File: src/rtl/cp0_except_if.sv
// Commit-stage bundle between the pipeline and the CP0 exception block.
// Latency: none, plain wires; the block's outputs are combinational on these inputs.
// Backpressure: none, the commit stage presents at most one instruction per cycle.
interface cp0_except_if;
   logic        cmt_valid;
   logic [31:0] cmt_pc;
   logic        cmt_bd;
   logic        ex_adel_if;
   logic        ex_ri;
   logic        ex_ov;
   logic        ex_sys;
   logic        ex_bp;
   logic        ex_adel_mem;
   logic        ex_ades;
   logic [31:0] mem_badvaddr;
   logic        eret;
   logic [5:0]  hw_int;
   logic        mtc0_we;
   logic [4:0]  c0_addr;
   logic [31:0] c0_wdata;
   logic [31:0] c0_rdata;
   logic        flush;
   logic [31:0] flush_pc;
   logic        int_pending;

   // Pipeline side: drives commit info, receives flush/redirect and mfc0 data.
   modport master (
      output cmt_valid, cmt_pc, cmt_bd, ex_adel_if, ex_ri, ex_ov, ex_sys, ex_bp,
             ex_adel_mem, ex_ades, mem_badvaddr, eret, hw_int, mtc0_we, c0_addr, c0_wdata,
      input  c0_rdata, flush, flush_pc, int_pending
   );

   // CP0 side.
   modport slave (
      input  cmt_valid, cmt_pc, cmt_bd, ex_adel_if, ex_ri, ex_ov, ex_sys, ex_bp,
             ex_adel_mem, ex_ades, mem_badvaddr, eret, hw_int, mtc0_we, c0_addr, c0_wdata,
      output c0_rdata, flush, flush_pc, int_pending
   );
endinterface

File: src/rtl/cp0_except.sv
// CP0 exception/interrupt controller: architectural CP0 registers, commit-stage flush and redirect.
// Latency: flush/flush_pc/c0_rdata combinational; register updates land on the next clk edge.
// Backpressure: none. Optional free-running timer enabled by defining CP0_TIMER_EN.
module cp0_except #(
   parameter logic [31:0] EX_VECTOR  = 32'hBFC0_0380,
   parameter logic [31:0] STATUS_RST = 32'h0040_0000
) (
   input logic          clk,
   input logic          reset,
   cp0_except_if.slave  bus
);
   logic [31:0] r_badvaddr;
   logic [31:0] r_count;
   logic [31:0] r_compare;
   logic [7:0]  r_im;
   logic        r_exl;
   logic        r_ie;
   logic        r_bd;
   logic [5:0]  r_ip_hw;
   logic [1:0]  r_ip_sw;
   logic [4:0]  r_exccode;
   logic [31:0] r_epc;

   logic        w_ti;
   logic [7:0]  w_ip;
   logic [31:0] w_status;
   logic [31:0] w_cause;
   logic        w_int_pend;
   logic        w_exc_vld;
   logic [4:0]  w_exc_code;
   logic        w_bad_pc;
   logic        w_bad_mem;
   logic        w_mtc0;
   logic        w_eret;

   // Timer interrupt sits on IP[7] alongside hw_int[5].
   assign w_ip     = {r_ip_hw[5] | w_ti, r_ip_hw[4:0], r_ip_sw};
   assign w_status = {9'd0, 1'b1, 6'd0, r_im, 6'd0, r_exl, r_ie};
   assign w_cause  = {r_bd, w_ti, 14'd0, w_ip, 1'b0, r_exccode, 2'b00};

   assign w_int_pend = r_ie & ~r_exl & (|(w_ip & r_im));

   // Fixed-priority exception selection at commit; interrupts win over everything.
   always_comb begin
      w_exc_vld  = 1'b0;
      w_exc_code = 5'd0;
      w_bad_pc   = 1'b0;
      w_bad_mem  = 1'b0;
      if (bus.cmt_valid && !reset) begin
         if (w_int_pend) begin
            w_exc_vld = 1'b1; w_exc_code = 5'd0;
         end else if (bus.ex_adel_if) begin
            w_exc_vld = 1'b1; w_exc_code = 5'd4; w_bad_pc = 1'b1;
         end else if (bus.ex_ri) begin
            w_exc_vld = 1'b1; w_exc_code = 5'd10;
         end else if (bus.ex_ov) begin
            w_exc_vld = 1'b1; w_exc_code = 5'd12;
         end else if (bus.ex_sys) begin
            w_exc_vld = 1'b1; w_exc_code = 5'd8;
         end else if (bus.ex_bp) begin
            w_exc_vld = 1'b1; w_exc_code = 5'd9;
         end else if (bus.ex_adel_mem) begin
            w_exc_vld = 1'b1; w_exc_code = 5'd4; w_bad_mem = 1'b1;
         end else if (bus.ex_ades) begin
            w_exc_vld = 1'b1; w_exc_code = 5'd5; w_bad_mem = 1'b1;
         end
      end
   end

   // A taken exception cancels any mtc0/eret riding on the same instruction.
   assign w_mtc0 = bus.cmt_valid & bus.mtc0_we & ~w_exc_vld & ~reset;
   assign w_eret = bus.cmt_valid & bus.eret & ~w_exc_vld & ~reset;

   assign bus.flush       = w_exc_vld | w_eret;
   assign bus.flush_pc    = w_exc_vld ? EX_VECTOR : r_epc;
   assign bus.int_pending = w_int_pend & ~reset;

   // mfc0 read mux; unimplemented registers read as zero.
   always_comb begin
      bus.c0_rdata = 32'd0;
      case (bus.c0_addr)
         5'd8:    bus.c0_rdata = r_badvaddr;
         5'd9:    bus.c0_rdata = r_count;
         5'd11:   bus.c0_rdata = r_compare;
         5'd12:   bus.c0_rdata = w_status;
         5'd13:   bus.c0_rdata = w_cause;
         5'd14:   bus.c0_rdata = r_epc;
         default: bus.c0_rdata = 32'd0;
      endcase
   end

`ifdef CP0_TIMER_EN
   logic r_tick;
   logic r_ti;
   logic w_cnt_wr;
   logic w_cnt_upd;

   assign w_cnt_wr  = w_mtc0 && (bus.c0_addr == 5'd9);
   assign w_cnt_upd = ~r_tick & ~w_cnt_wr;
   assign w_ti      = r_ti;

   // Half-rate tick; Count==Compare on an incrementing cycle raises TI, Compare write clears it.
   always_ff @(posedge clk) begin
      if (reset) begin
         r_tick <= 1'b0;
         r_ti   <= 1'b0;
      end else begin
         r_tick <= w_cnt_wr ? 1'b0 : ~r_tick;
         if (w_mtc0 && (bus.c0_addr == 5'd11))
            r_ti <= 1'b0;
         else if (w_cnt_upd && (r_count == r_compare))
            r_ti <= 1'b1;
      end
   end
`else
   assign w_ti = 1'b0;
`endif

   // Count/Compare: software writes, plus the increment when the timer is built in.
   always_ff @(posedge clk) begin
      if (reset) begin
         r_count   <= 32'd0;
         r_compare <= 32'd0;
      end else begin
         if (w_mtc0 && (bus.c0_addr == 5'd9))
            r_count <= bus.c0_wdata;
`ifdef CP0_TIMER_EN
         else if (w_cnt_upd)
            r_count <= r_count + 32'd1;
`endif
         if (w_mtc0 && (bus.c0_addr == 5'd11))
            r_compare <= bus.c0_wdata;
      end
   end

   // Status/Cause/EPC/BadVAddr: exception entry, eret, mtc0 and interrupt line sampling.
   always_ff @(posedge clk) begin
      if (reset) begin
         r_im       <= STATUS_RST[15:8];
         r_exl      <= STATUS_RST[1];
         r_ie       <= STATUS_RST[0];
         r_bd       <= 1'b0;
         r_ip_hw    <= 6'd0;
         r_ip_sw    <= 2'd0;
         r_exccode  <= 5'd0;
         r_epc      <= 32'd0;
         r_badvaddr <= 32'd0;
      end else begin
         r_ip_hw <= bus.hw_int;
         if (w_exc_vld) begin
            r_exccode <= w_exc_code;
            r_exl     <= 1'b1;
            // Nested exceptions keep the original return point.
            if (!r_exl) begin
               r_epc <= bus.cmt_bd ? (bus.cmt_pc - 32'd4) : bus.cmt_pc;
               r_bd  <= bus.cmt_bd;
            end
            if (w_bad_pc)
               r_badvaddr <= bus.cmt_pc;
            else if (w_bad_mem)
               r_badvaddr <= bus.mem_badvaddr;
         end else begin
            if (w_mtc0) begin
               case (bus.c0_addr)
                  5'd12: begin
                     r_im  <= bus.c0_wdata[15:8];
                     r_exl <= bus.c0_wdata[1];
                     r_ie  <= bus.c0_wdata[0];
                  end
                  5'd13:   r_ip_sw <= bus.c0_wdata[9:8];
                  5'd14:   r_epc   <= bus.c0_wdata;
                  default: ;
               endcase
            end
            // eret already redirected to the old EPC; only EXL changes here.
            if (w_eret)
               r_exl <= 1'b0;
         end
      end
   end
endmodule

File: src/flat_wrapper.sv
// flat-port wrapper written by rule: the top's interface ports become plain ports
module cp0_except_flat 
#(
   parameter logic [31:0] EX_VECTOR  = 32'hBFC0_0380,
   parameter logic [31:0] STATUS_RST = 32'h0040_0000
)
  (clk, reset, bus_cmt_valid, bus_cmt_pc, bus_cmt_bd, bus_ex_adel_if, bus_ex_ri, bus_ex_ov, bus_ex_sys, bus_ex_bp, bus_ex_adel_mem, bus_ex_ades, bus_mem_badvaddr, bus_eret, bus_hw_int, bus_mtc0_we, bus_c0_addr, bus_c0_wdata, bus_c0_rdata, bus_flush, bus_flush_pc, bus_int_pending);
  cp0_except_if bus_i ();
  input logic clk;
  input logic reset;
  input wire logic [$bits(bus_i.cmt_valid)-1:0] bus_cmt_valid;
  input wire logic [$bits(bus_i.cmt_pc)-1:0] bus_cmt_pc;
  input wire logic [$bits(bus_i.cmt_bd)-1:0] bus_cmt_bd;
  input wire logic [$bits(bus_i.ex_adel_if)-1:0] bus_ex_adel_if;
  input wire logic [$bits(bus_i.ex_ri)-1:0] bus_ex_ri;
  input wire logic [$bits(bus_i.ex_ov)-1:0] bus_ex_ov;
  input wire logic [$bits(bus_i.ex_sys)-1:0] bus_ex_sys;
  input wire logic [$bits(bus_i.ex_bp)-1:0] bus_ex_bp;
  input wire logic [$bits(bus_i.ex_adel_mem)-1:0] bus_ex_adel_mem;
  input wire logic [$bits(bus_i.ex_ades)-1:0] bus_ex_ades;
  input wire logic [$bits(bus_i.mem_badvaddr)-1:0] bus_mem_badvaddr;
  input wire logic [$bits(bus_i.eret)-1:0] bus_eret;
  input wire logic [$bits(bus_i.hw_int)-1:0] bus_hw_int;
  input wire logic [$bits(bus_i.mtc0_we)-1:0] bus_mtc0_we;
  input wire logic [$bits(bus_i.c0_addr)-1:0] bus_c0_addr;
  input wire logic [$bits(bus_i.c0_wdata)-1:0] bus_c0_wdata;
  output wire logic [$bits(bus_i.c0_rdata)-1:0] bus_c0_rdata;
  output wire logic [$bits(bus_i.flush)-1:0] bus_flush;
  output wire logic [$bits(bus_i.flush_pc)-1:0] bus_flush_pc;
  output wire logic [$bits(bus_i.int_pending)-1:0] bus_int_pending;
  assign bus_i.cmt_valid = bus_cmt_valid;
  assign bus_i.cmt_pc = bus_cmt_pc;
  assign bus_i.cmt_bd = bus_cmt_bd;
  assign bus_i.ex_adel_if = bus_ex_adel_if;
  assign bus_i.ex_ri = bus_ex_ri;
  assign bus_i.ex_ov = bus_ex_ov;
  assign bus_i.ex_sys = bus_ex_sys;
  assign bus_i.ex_bp = bus_ex_bp;
  assign bus_i.ex_adel_mem = bus_ex_adel_mem;
  assign bus_i.ex_ades = bus_ex_ades;
  assign bus_i.mem_badvaddr = bus_mem_badvaddr;
  assign bus_i.eret = bus_eret;
  assign bus_i.hw_int = bus_hw_int;
  assign bus_i.mtc0_we = bus_mtc0_we;
  assign bus_i.c0_addr = bus_c0_addr;
  assign bus_i.c0_wdata = bus_c0_wdata;
  assign bus_c0_rdata = bus_i.c0_rdata;
  assign bus_flush = bus_i.flush;
  assign bus_flush_pc = bus_i.flush_pc;
  assign bus_int_pending = bus_i.int_pending;
  cp0_except #(.EX_VECTOR(EX_VECTOR), .STATUS_RST(STATUS_RST)) u_core (.clk(clk), .reset(reset), .bus(bus_i));
endmodule
File: config.mk
export PLATFORM = sky130hd
export DESIGN_NAME = cp0_except_flat
export DESIGN_NICKNAME = d
export VERILOG_FILES = /design/src/rtl/cp0_except_if.sv /design/src/rtl/cp0_except.sv /design/src/flat_wrapper.sv
export SDC_FILE = /design/constraint.sdc
export NUM_CORES = 1
export LEC_CHECK = 0
export ABC_CLOCK_PERIOD_IN_PS = 4000
export CAP_MARGIN = 20
export CORE_MARGIN = 2
export CORE_UTILIZATION = 45
export DETAILED_ROUTE_END_ITERATION = 7
export HOLD_SLACK_MARGIN = 0.12
export PLACE_DENSITY = 0.74
export SLEW_MARGIN = 15
export SYNTH_ARGS = -nofsm -noshare
export SYNTH_HDL_FRONTEND = slang
export SYNTH_SLANG_ARGS = --single-unit
File: constraint.sdc
create_clock -name clk -period 4 [get_ports clk]
set_clock_uncertainty 0.2 [all_clocks]
set_input_delay 0.8 -clock clk [delete_from_list [all_inputs] [get_ports clk]]
set_output_delay 0.8 -clock clk [all_outputs]
set_load 0.05 [all_outputs]
==> results_dict.tcl, run 1 <==
set metrics [dict create \
    worst_slew_pin_slew_ns 0.682 \
    synthCells 943 \
    syn_area_mm2 0.00765 \
    path_delay_family "simple AND/OR/NAND/NOR gates" \
    power_density_mw_per_mm2 355 \
    p_sw_frac 0.265 \
    vias_per_cell 5.98 \
    final_util 0.663 \
    clock-sinks 151 \
    cts_root_buf "clkbuf_16" \
    vias 8078 \
    slew_violations 0 \
    fmax_mhz 262 \
    ys_async_sr_fraction 0 \
    slew_headroom 0.546 \
    cts_setup_buffers 0 \
    critPathLaunchType "primary input" \
    antenna_left 0 \
    slowest_delay_ns 0.59 \
    cp_data_arrival_time_ns 2.82 \
    layout_min_cycle_time_ns 3.82 \
    synth_ff_type "dfxtp_1" \
    start_util 0.461 \
    ir_drop_v 0.000292 \
    drtIter0Drc 943 \
    p_int_mw 2.87 \
    cts-resized-gates 0 \
    crit_required_ns 3.00 \
    io_buffer_count 185 \
    grt_usage 0.302 \
    p_switching_mw 1.03 \
    fin_crit_sh 0.955 \
    setup_viol 0 \
    route.detailed.drc 0 \
    antenna_found_initial 1 \
    dr.pass1.iters 8 \
    clk_pin_slew_ns 0.06 \
    p_clk_frac 0.437 \
    cts_tree "done" \
    die_area_mm2 0.0181 \
    max-cap-violations 0 \
    synthToLayoutAreaGrowth_pct 43.6 \
    cp_max_fo 15 \
    synth_seq_cells 151 \
    critPathKind "in2out" \
    insertion_delay_ns 0.43 \
    rsz0062_at_grt "no" \
    grt_pass1_vias 7933 \
    yosysSeqAreaShare 0.395 \
    place.gp.congestion 0.861 \
    fin_nets 1237 \
    drive_above_1_share 0.143 \
    hpwl_mm 18.7 \
    cp_slowest_cell "or3b_2" \
    synthDistinctLibCells 58 \
    setup_tns_ns 0 \
    seqPwrFrac 0.407 \
    clockBufferDepth 2 \
    ctsHoldBuffers 0 \
    fp.dieH_um 134 \
    routed_wl_mm 27.2 \
    core.rowCount 47 \
    grt_max_degree 58 \
    synth_area_per_cell_um2 8.11 \
    cts_made_buffers 17 \
    cp_num_buf_inv 3 \
    critPathCaptureType "output pin" \
    status "finished clean" \
    min_path_type "reg2reg" \
    cts-htree-levels 4 \
    core_mm2 0.0166 \
    grt_pass1_wl_mm 42.7 \
    grt.overflow.total 0 \
    wl_per_cell_um 20.1 \
    synth_edf_count 0 \
    yosys_warnings 0 \
    syn-num-nets 1064 \
    hold_viol_final 0 \
    crit_chain "clkdlybuf4s50_1 -> or3b_2 -> nor3_2 -> buf_4 -> a222oi_1 -> nand2_1 -> buf_12" \
    comb_power_share 0.156 \
    p_leak_nw 4.12 \
    die_w_um 134 \
    io_pins 186 \
]
==> metrics by stage <==
stage / worst slack, ns / area [um^2] / instances / hold WS (ns) / total power [mW]
5_1_grt: 0.0897 / 11000 / 1350 / 0.273 / 4.02
6_report: 0.178 / 11000 / 1350 / 0.256 / 3.90
2_1_floorplan: 0.143 / 7650 / 943 / 0.231 / 1.90
4_1_cts: 0.222 / 11000 / 1349 / 0.257 / 3.91
3_5_place_dp: 0.230 / 10400 / 1317 / 0.248 / 2.22
3_3_place_gp: 0.277 / 10400 / 1317 / 0.242 / 2.22
==> routing by layer <==
layer	up-vias	GRT usage	wire length [um]
li1	3786	-	-
met4	0	0.112	709
met3	59	0.0631	2370
met1	3836	0.401	11400
met2	397	0.485	12700
met5	-	0	0
==> power groups by stage <==
stage	sequential (mW)	clock, mW	combinational, mW
after floorplan	1.61	0	0.298
after global routing	1.59	1.79	0.644
after global placement	1.62	0	0.596
after CTS	1.59	1.72	0.606
after detailed placement	1.62	0	0.602
final	1.59	1.70	0.608
==> final cells by class <==
class                      instances  area (um^2)
antenna                            1         2.50
clock buffer                      20          467
clock inverter                    12          165
fill                            1391         5590
inverter                           3         11.3
multi-input combinational        712         4360
sequential                       151         3020
tap                              220          275
timing repair buffer             231         2690
==> cells in the final DEF (no fill, tap or decap), types with 4 or more instances in the layout <==
cell	synthesis	final
a211oi_1	33	33
nor2_1	69	67
o21ai_0	15	14
xor2_1	6	6
and2_1	21	21
a22o_1	5	5
nand2b_1	14	14
nor4_1	9	9
buf_12	0	53
o31a_1	4	4
a21oi_1	78	77
nor3_1	18	17
a222oi_1	7	7
dfxtp_1	151	151
nand3b_1	7	7
a22oi_1	63	63
buf_4	1	59
mux2i_1	55	55
o21a_1	4	4
a32o_1	5	5
nand3_1	19	19
nand2_1	172	172
o31ai_1	5	5
o2bb2ai_1	21	21
clkdlybuf4s50_1	0	118
or4_1	8	8
xnor2_1	7	7
nor2b_1	9	9
or3_1	11	11
clkbuf_16	0	17
or2_2	4	4
nand4_1	6	6
==> sequential cells by signal, indices dropped and copies added (netlist names) <==
| name | flops |
|---|---|
| u_core.r_exccode | 4 |
| u_core.r_ip_hw | 6 |
| u_core.r_ip_sw | 2 |
| u_core.r_epc | 32 |
| u_core.r_compare | 32 |
| u_core.r_count | 32 |
| u_core.r_ie | 1 |
| u_core.r_bd | 1 |
| u_core.r_badvaddr | 32 |
| u_core.r_im | 8 |
| u_core.r_exl | 1 |
==> final timing paths <==
kind                        start                   end  slack (ns)  cells past startpoint
max                bus_c0_addr[2]      bus_c0_rdata[31]        0.18                      7
min          u_core.r_compare[27]  u_core.r_compare[27]        0.26                      2
max reg2reg     u_core.r_ip_hw[1]       u_core.r_epc[6]        1.23                      7
min reg2reg  u_core.r_compare[27]  u_core.r_compare[27]        0.26                      2
==> tightest hold or removal path, stage by stage (launching register included) <==
cell and delay (ns):
dfxtp_1 0.31, nand2_1 0.05, a21oi_1 0.05
==> kinds of logic (layout without fill, tap and decap cells) <==
family                     Yosys count  after routing  share of synthesized area
AOI/OAI and AO/OA                  260            260                      0.239
xor gates and xnor gates            13             13                     0.0149
adders and majority gates            1              1                    0.00163
buffers and inverters               80            266                     0.0414
DFF                                151            151                      0.395
muxes                               55             55                     0.0719
other                                0              1                          0
and+or+nand+nor                    383            383                      0.236
==> Yosys cell counts, types with 11 or more instances <==
master,count,area [um^2]
nand2_1,172,646
dfxtp_1,151,3020
a21oi_1,78,390
nor2_1,69,259
clkbuf_1,64,240
a22oi_1,63,473
mux2i_1,55,551
a211oi_1,33,248
and2_1,21,131
o2bb2ai_1,21,184
nand3_1,19,95.1
nor3_1,18,90.1
o21ai_0,15,75.1
nand2b_1,14,87.6
or3_1,11,68.8
No activity file was read; power rests on OpenSTA's default activity.
==> inputs of run 2 (changes only) <==
--- a/config.mk
+++ b/config.mk
@@ -6,12 +6,12 @@
 export NUM_CORES = 1
 export LEC_CHECK = 0
 export ABC_CLOCK_PERIOD_IN_PS = 4000
-export CAP_MARGIN = 20
 export CORE_MARGIN = 2
 export CORE_UTILIZATION = 45
 export DETAILED_ROUTE_END_ITERATION = 7
 export HOLD_SLACK_MARGIN = 0.12
 export PLACE_DENSITY = 0.74
+export RECOVER_POWER = 25
 export SLEW_MARGIN = 15
 export SYNTH_ARGS = -nofsm -noshare
 export SYNTH_HDL_FRONTEND = slang
==> run 2 against run 1 <==
  * The flow now finishes with violations (max-capacitance violations, max-slew violations)
  * Global-route usage is the same
  * Sequential power is essentially flat
  * Total power shrank 0.14%
  * Highest routed layer unchanged
==> results_dict.tcl, run 2 (synthesis gave the netlist of run 1 again) <==
set metrics [dict create \
    insertion_delay_ns 0.43 \
    met3_wirelength_mm 2.63 \
    wl_per_cell_um 20.1 \
    start_util 0.461 \
    clockBufferDepth 2 \
    final_common_cell "nand2_1" \
    route.met2.wl_mm 12.6 \
    critPathLaunchType "primary input" \
    die_w_um 134 \
    core.rowCount 47 \
    route.detailed.drc 0 \
    core_mm2 0.0166 \
    wl_met1_mm 11.2 \
    drive_above_1_share 0.136 \
    grt.overflow.total 0 \
    antenna_found_initial 1 \
    worst_slew_pin_slew_ns 2.67 \
    ctsHoldBuffers 0 \
    vias 8102 \
    cts-htree-levels 4 \
    hold_viol_final 0 \
    synthToLayoutAreaGrowth_pct 43.0 \
    min_path_type "reg2reg" \
    drtIter0Drc 985 \
    cp_data_arrival_time_ns 2.83 \
    grt_usage 0.302 \
    layout_common_cells "nand2_1, dfxtp_1, clkdlybuf4s50_1" \
    fmax_mhz 261 \
    status "finished with violations" \
    cts_made_buffers 17 \
    io_pins 186 \
    critPathCaptureType "output pin" \
    cts_root_buf "clkbuf_16" \
    final_util 0.660 \
    p_leak_nw 4.07 \
    top_layer_used "met4" \
    die_area_mm2 0.0181 \
    vias_per_cell 6.00 \
    cp_max_fo 15 \
    antenna_left 0 \
    slew_headroom -0.779 \
    setup_tns_ns 0 \
    io_buffer_count 185 \
    grt_pass1_vias 7933 \
    grt_max_degree 58 \
    cts-resized-gates 0 \
    power_density_mw_per_mm2 356 \
    crit_required_ns 3.00 \
    dpl_cell_area_mm2 0.0104 \
    dr.pass1.iters 5 \
    fin_area_mm2 0.0109 \
    max-cap-violations 1 \
    place.gp.congestion 0.861 \
    layout_min_cycle_time_ns 3.83 \
    fillCellCount 1405 \
    setup_viol 0 \
    slew_violations 58 \
    rsz0062_at_grt "no" \
    grt_pass1_wl_mm 42.7 \
    clock-sinks 151 \
    clk_pin_slew_ns 0.06 \
    fp.dieH_um 134 \
    fin_crit_sh 0.958 \
    r2r_slack_ns 0.70 \
    critPathKind "in2out" \
    fin_nets 1237 \
    violations "max-capacitance violations, max-slew violations" \
    cts_setup_buffers 0 \
    routed_wl_mm 27.2 \
    cts_tree "done" \
    ir_drop_v 0.000286 \
    hpwl_mm 18.7 \
]
run 2: cell types whose count changed in the layout (fill, tap and decap cells not counted):
cell             previous run  this run
clkdlybuf4s50_1           118       117
clkbuf_2                    0         2
dlygate4sd3_1               0         1
clkbuf_1                    0         7
buf_4                      59        50
o41ai_1                     1         2
o41ai_4                     1         0
run 2: final timing paths:
kind | startpoint | depth (start not counted) | to
setup / recovery | bus_ex_bp | 7 | bus_flush_pc[19]
hold / removal | u_core.r_compare[31] | 2 | u_core.r_compare[31]
setup reg to reg | u_core.r_ip_hw[1] | 7 | u_core.r_compare[20]
hold reg to reg | u_core.r_compare[31] | 2 | u_core.r_compare[31]
run 2: per-layer routing:
layer,vias to the layer above,GRT usage
li1,3782,-
met1,3839,0.401
met2,423,0.485
met3,58,0.0631
met4,0,0.112
met5,-,0
run 2: worst max-delay path, stage by stage:
cell           delay (ns)
dlygate4sd3_1        0.58
nor4_1               0.41
nand2_1              0.18
o21ai_4              0.22
buf_4                0.27
and2_1               0.22
buf_12               0.15
run 2: stage by stage:
stage / std cells / worst slack [ns] / hold WS, ns / power, mW
6_report: 1350 / 0.168 / 0.255 / 3.90
5_1_grt: 1350 / 0.0497 / 0.273 / 4.02
4_1_cts: 1349 / 0.222 / 0.257 / 3.91
3_5_place_dp: 1317 / 0.230 / 0.248 / 2.22
3_3_place_gp: 1317 / 0.277 / 0.242 / 2.22
2_1_floorplan: 943 / 0.143 / 0.231 / 1.90
run 2: power by group:
group | internal [mW] | switching, mW
clock network | 1.04 | 0.662
logic | 0.275 | 0.331
registers | 1.55 | 0.0368
total | 2.87 | 1.03
run 2: final cells by class:
| type | count | area (um^2) | share of cell area |
|---|---|---|---|
| repair buffers | 231 | 2660 | 0.243 |
| flip-flops and latches | 151 | 3020 | 0.276 |
| inverters | 3 | 11.3 | 0.00103 |
| well taps | 220 | 275 | 0.0252 |
| clock buffers | 20 | 467 | 0.0427 |
| multi-input cells | 712 | 4340 | 0.396 |
| clock inverters | 12 | 165 | 0.0151 |
| diodes | 1 | 2.50 | 0.000229 |
==> inputs of run 3 (changes only) <==
--- a/config.mk
+++ b/config.mk
@@ -5,7 +5,8 @@
 export SDC_FILE = /design/constraint.sdc
 export NUM_CORES = 1
 export LEC_CHECK = 0
-export ABC_CLOCK_PERIOD_IN_PS = 4000
+export ABC_CLOCK_PERIOD_IN_PS = 4400
+export CAP_MARGIN = 20
 export CORE_MARGIN = 2
 export CORE_UTILIZATION = 45
 export DETAILED_ROUTE_END_ITERATION = 7
==> constraint.sdc (replaced) <==
create_clock -name clk -period 4.4 [get_ports clk]
set_clock_uncertainty 0.2 [all_clocks]
set_input_delay 0.88 -clock clk [delete_from_list [all_inputs] [get_ports clk]]
set_output_delay 0.88 -clock clk [all_outputs]
set_load 0.05 [all_outputs]
==> run 3 against run 2 <==
  * The run still ends with max-capacitance violations, max-slew violations left
  * Register-to-register slack better by 0.38 ns
  * Utilization is 0.61 points lower
  * Final cell count is 0.44% lower
  * Non-clock buffer count is 5 lower
  * Wire length is 0.22% lower
  * Largest power group is now registers
==> results_dict.tcl, run 3 (synthesis gave the netlist of run 1 again) <==
set metrics [dict create \
    slowest_delay_ns 0.60 \
    fin_cells 1344 \
    final_common_cell "nand2_1" \
    antenna_found_initial 0 \
    clock-sinks 151 \
    post-place-cells 1312 \
    layout_common_cells "nand2_1, dfxtp_1, clkdlybuf4s50_1" \
    clockBufferDepth 2 \
    cp_slowest_cell "or4_1" \
    p_sw_frac 0.282 \
    setup_slack_ns 0.308 \
    seqPwrFrac 0.421 \
    p_clk_frac 0.419 \
    slew_headroom -0.258 \
    critPathKind "in2out" \
    r2r-end "u_core.r_badvaddr[12]" \
    cp_data_arrival_time_ns 3.01 \
    cp_max_fo 10 \
    place.gp.congestion 0.864 \
    fillCellCount 1406 \
    max-cap-violations 1 \
    fp.dieH_um 134 \
    wl_per_cell_um 20.2 \
    core.rowCount 47 \
    grt_max_degree 88 \
    grt.overflow.total 0 \
    cp_num_buf_inv 3 \
    core_mm2 0.0166 \
    dp_slack_ns 0.467 \
    ff2ff_path_depth 6 \
    critPathLaunchType "primary input" \
    grt_pass1_vias 7775 \
    worst_slew_pin_slew_ns 1.89 \
    synthToLayoutAreaGrowth_pct 41.6 \
    grt_usage 0.300 \
    drtIter0Drc 830 \
    antennaDiodeCount 0 \
    clk_pin_slew_ns 0.06 \
    holdPathStages 2 \
    comb_power_share 0.160 \
    ir_drop_v 0.000272 \
    violations "max-capacitance violations, max-slew violations" \
    fmax_mhz 244 \
    dr.pass1.iters 6 \
    power.total_mw 3.43 \
    p_leak_nw 4.03 \
    slew_violations 88 \
    ctsHoldBuffers 0 \
    path_delay_family "buffers and inverters" \
    rsz0062_at_grt "no" \
    hold_viol_final 0 \
    cts_setup_buffers 0 \
    drive_above_1_share 0.131 \
    io_buffer_count 185 \
    p_switching_mw 0.966 \
    cts-htree-levels 4 \
    cts_tree "done" \
    min_path_type "reg2reg" \
    die_area_mm2 0.0181 \
    worstHoldStart "u_core.r_count[24]" \
    insertion_delay_ns 0.43 \
    cts-resized-gates 0 \
    area.sequential_mm2 0.00302 \
    r2r_slack_ns 1.08 \
    multi_input_area_mm2 0.00434 \
    setup_tns_ns 0 \
    fin_crit_sh 0.930 \
    vias_per_cell 6.02 \
    route.detailed.drc 0 \
    crit_top_cell "nor2_1" \
    setup_viol 0 \
    power_density_mw_per_mm2 317 \
    vias 8092 \
    grt_pass1_wl_mm 42.7 \
    die_w_um 134 \
    crit_required_ns 3.32 \
    cts_root_buf "clkbuf_16" \
    fin_nets 1232 \
    hpwl_mm 18.8 \
    min_to "u_core.r_count[24]" \
    critPathCaptureType "output pin" \
    crit_chain "clkdlybuf4s50_1 -> or4_1 -> nor2_1 -> clkbuf_1 -> a21oi_1 -> nor2_1 -> buf_12" \
    status "finished with violations" \
    r2r-start "u_core.r_im[7]" \
    layout_min_cycle_time_ns 4.09 \
    start_util 0.461 \
    cts_made_buffers 17 \
    io_pins 186 \
    antenna_left 0 \
    p_int_mw 2.46 \
    routed_wl_mm 27.1 \
]
run 3: cell count changes in the layout (fill, tap and decap cells not counted), moves of 2 or more:
cell and change:
buf_4 -5, bufinv_16 -2, clkbuf_1 +2, clkbuf_8 -2
run 3: cell type report:
cell class / count / area share
sequential: 151 / 0.279
clock buffer: 18 / 0.0405
timing repair buffer: 226 / 0.240
clock inverter: 14 / 0.0130
multi-input combinational: 712 / 0.401
inverter: 3 / 0.00104
tap: 220 / 0.0254
run 3: routing by layer:
| metal | GRT usage | part of all wire |
|---|---|---|
| met2 | 0.485 | 0.46 |
| met3 | 0.0450 | 0.082 |
| met5 | 0 | 0 |
| met4 | 0.105 | 0.021 |
| met1 | 0.410 | 0.43 |
run 3: per-stage QoR:
step | util | hold WS [ns] | area [um^2]
CTS | 0.656 | 0.255 | 10900
finish | 0.654 | 0.256 | 10800
floorplan | - | 0.231 | 7650
detailed placement | 0.621 | 0.246 | 10300
global route | 0.654 | 0.271 | 10800
global placement | 0.621 | 0.241 | 10300
run 3: worst register-to-register path, stage by stage, from the launching register on:
cell      delay (ns)
dfxtp_1         0.33
a22o_1          0.28
o41a_1          0.63
nor3_1          0.43
clkbuf_1        0.98
nor2_1          0.11
a211oi_1        0.24
run 3: how the worst max path moves through the flow:
stage | from | cells past startpoint | end | slack, ns
2_1_floorplan | bus_ex_adel_if | 6 | bus_flush_pc[17] | 0.38
3_3_place_gp | bus_ex_bp | 7 | bus_flush_pc[6] | 0.47
3_5_place_dp | bus_ex_bp | 7 | bus_flush_pc[6] | 0.47
4_1_cts | bus_ex_bp | 7 | bus_flush_pc[6] | 0.45
5_1_grt | bus_ex_bp | 7 | bus_flush_pc[17] | 0.18
6_report | bus_ex_bp | 7 | bus_flush_pc[17] | 0.31
run 3: power by group through the flow:
stage	registers [mW]	clock network [mW]	logic (mW)
global placement	1.47	0	0.538
global route	1.45	1.51	0.581
detailed placement	1.47	0	0.543
floorplan	1.46	0	0.271
CTS	1.44	1.44	0.546
finish	1.45	1.44	0.547
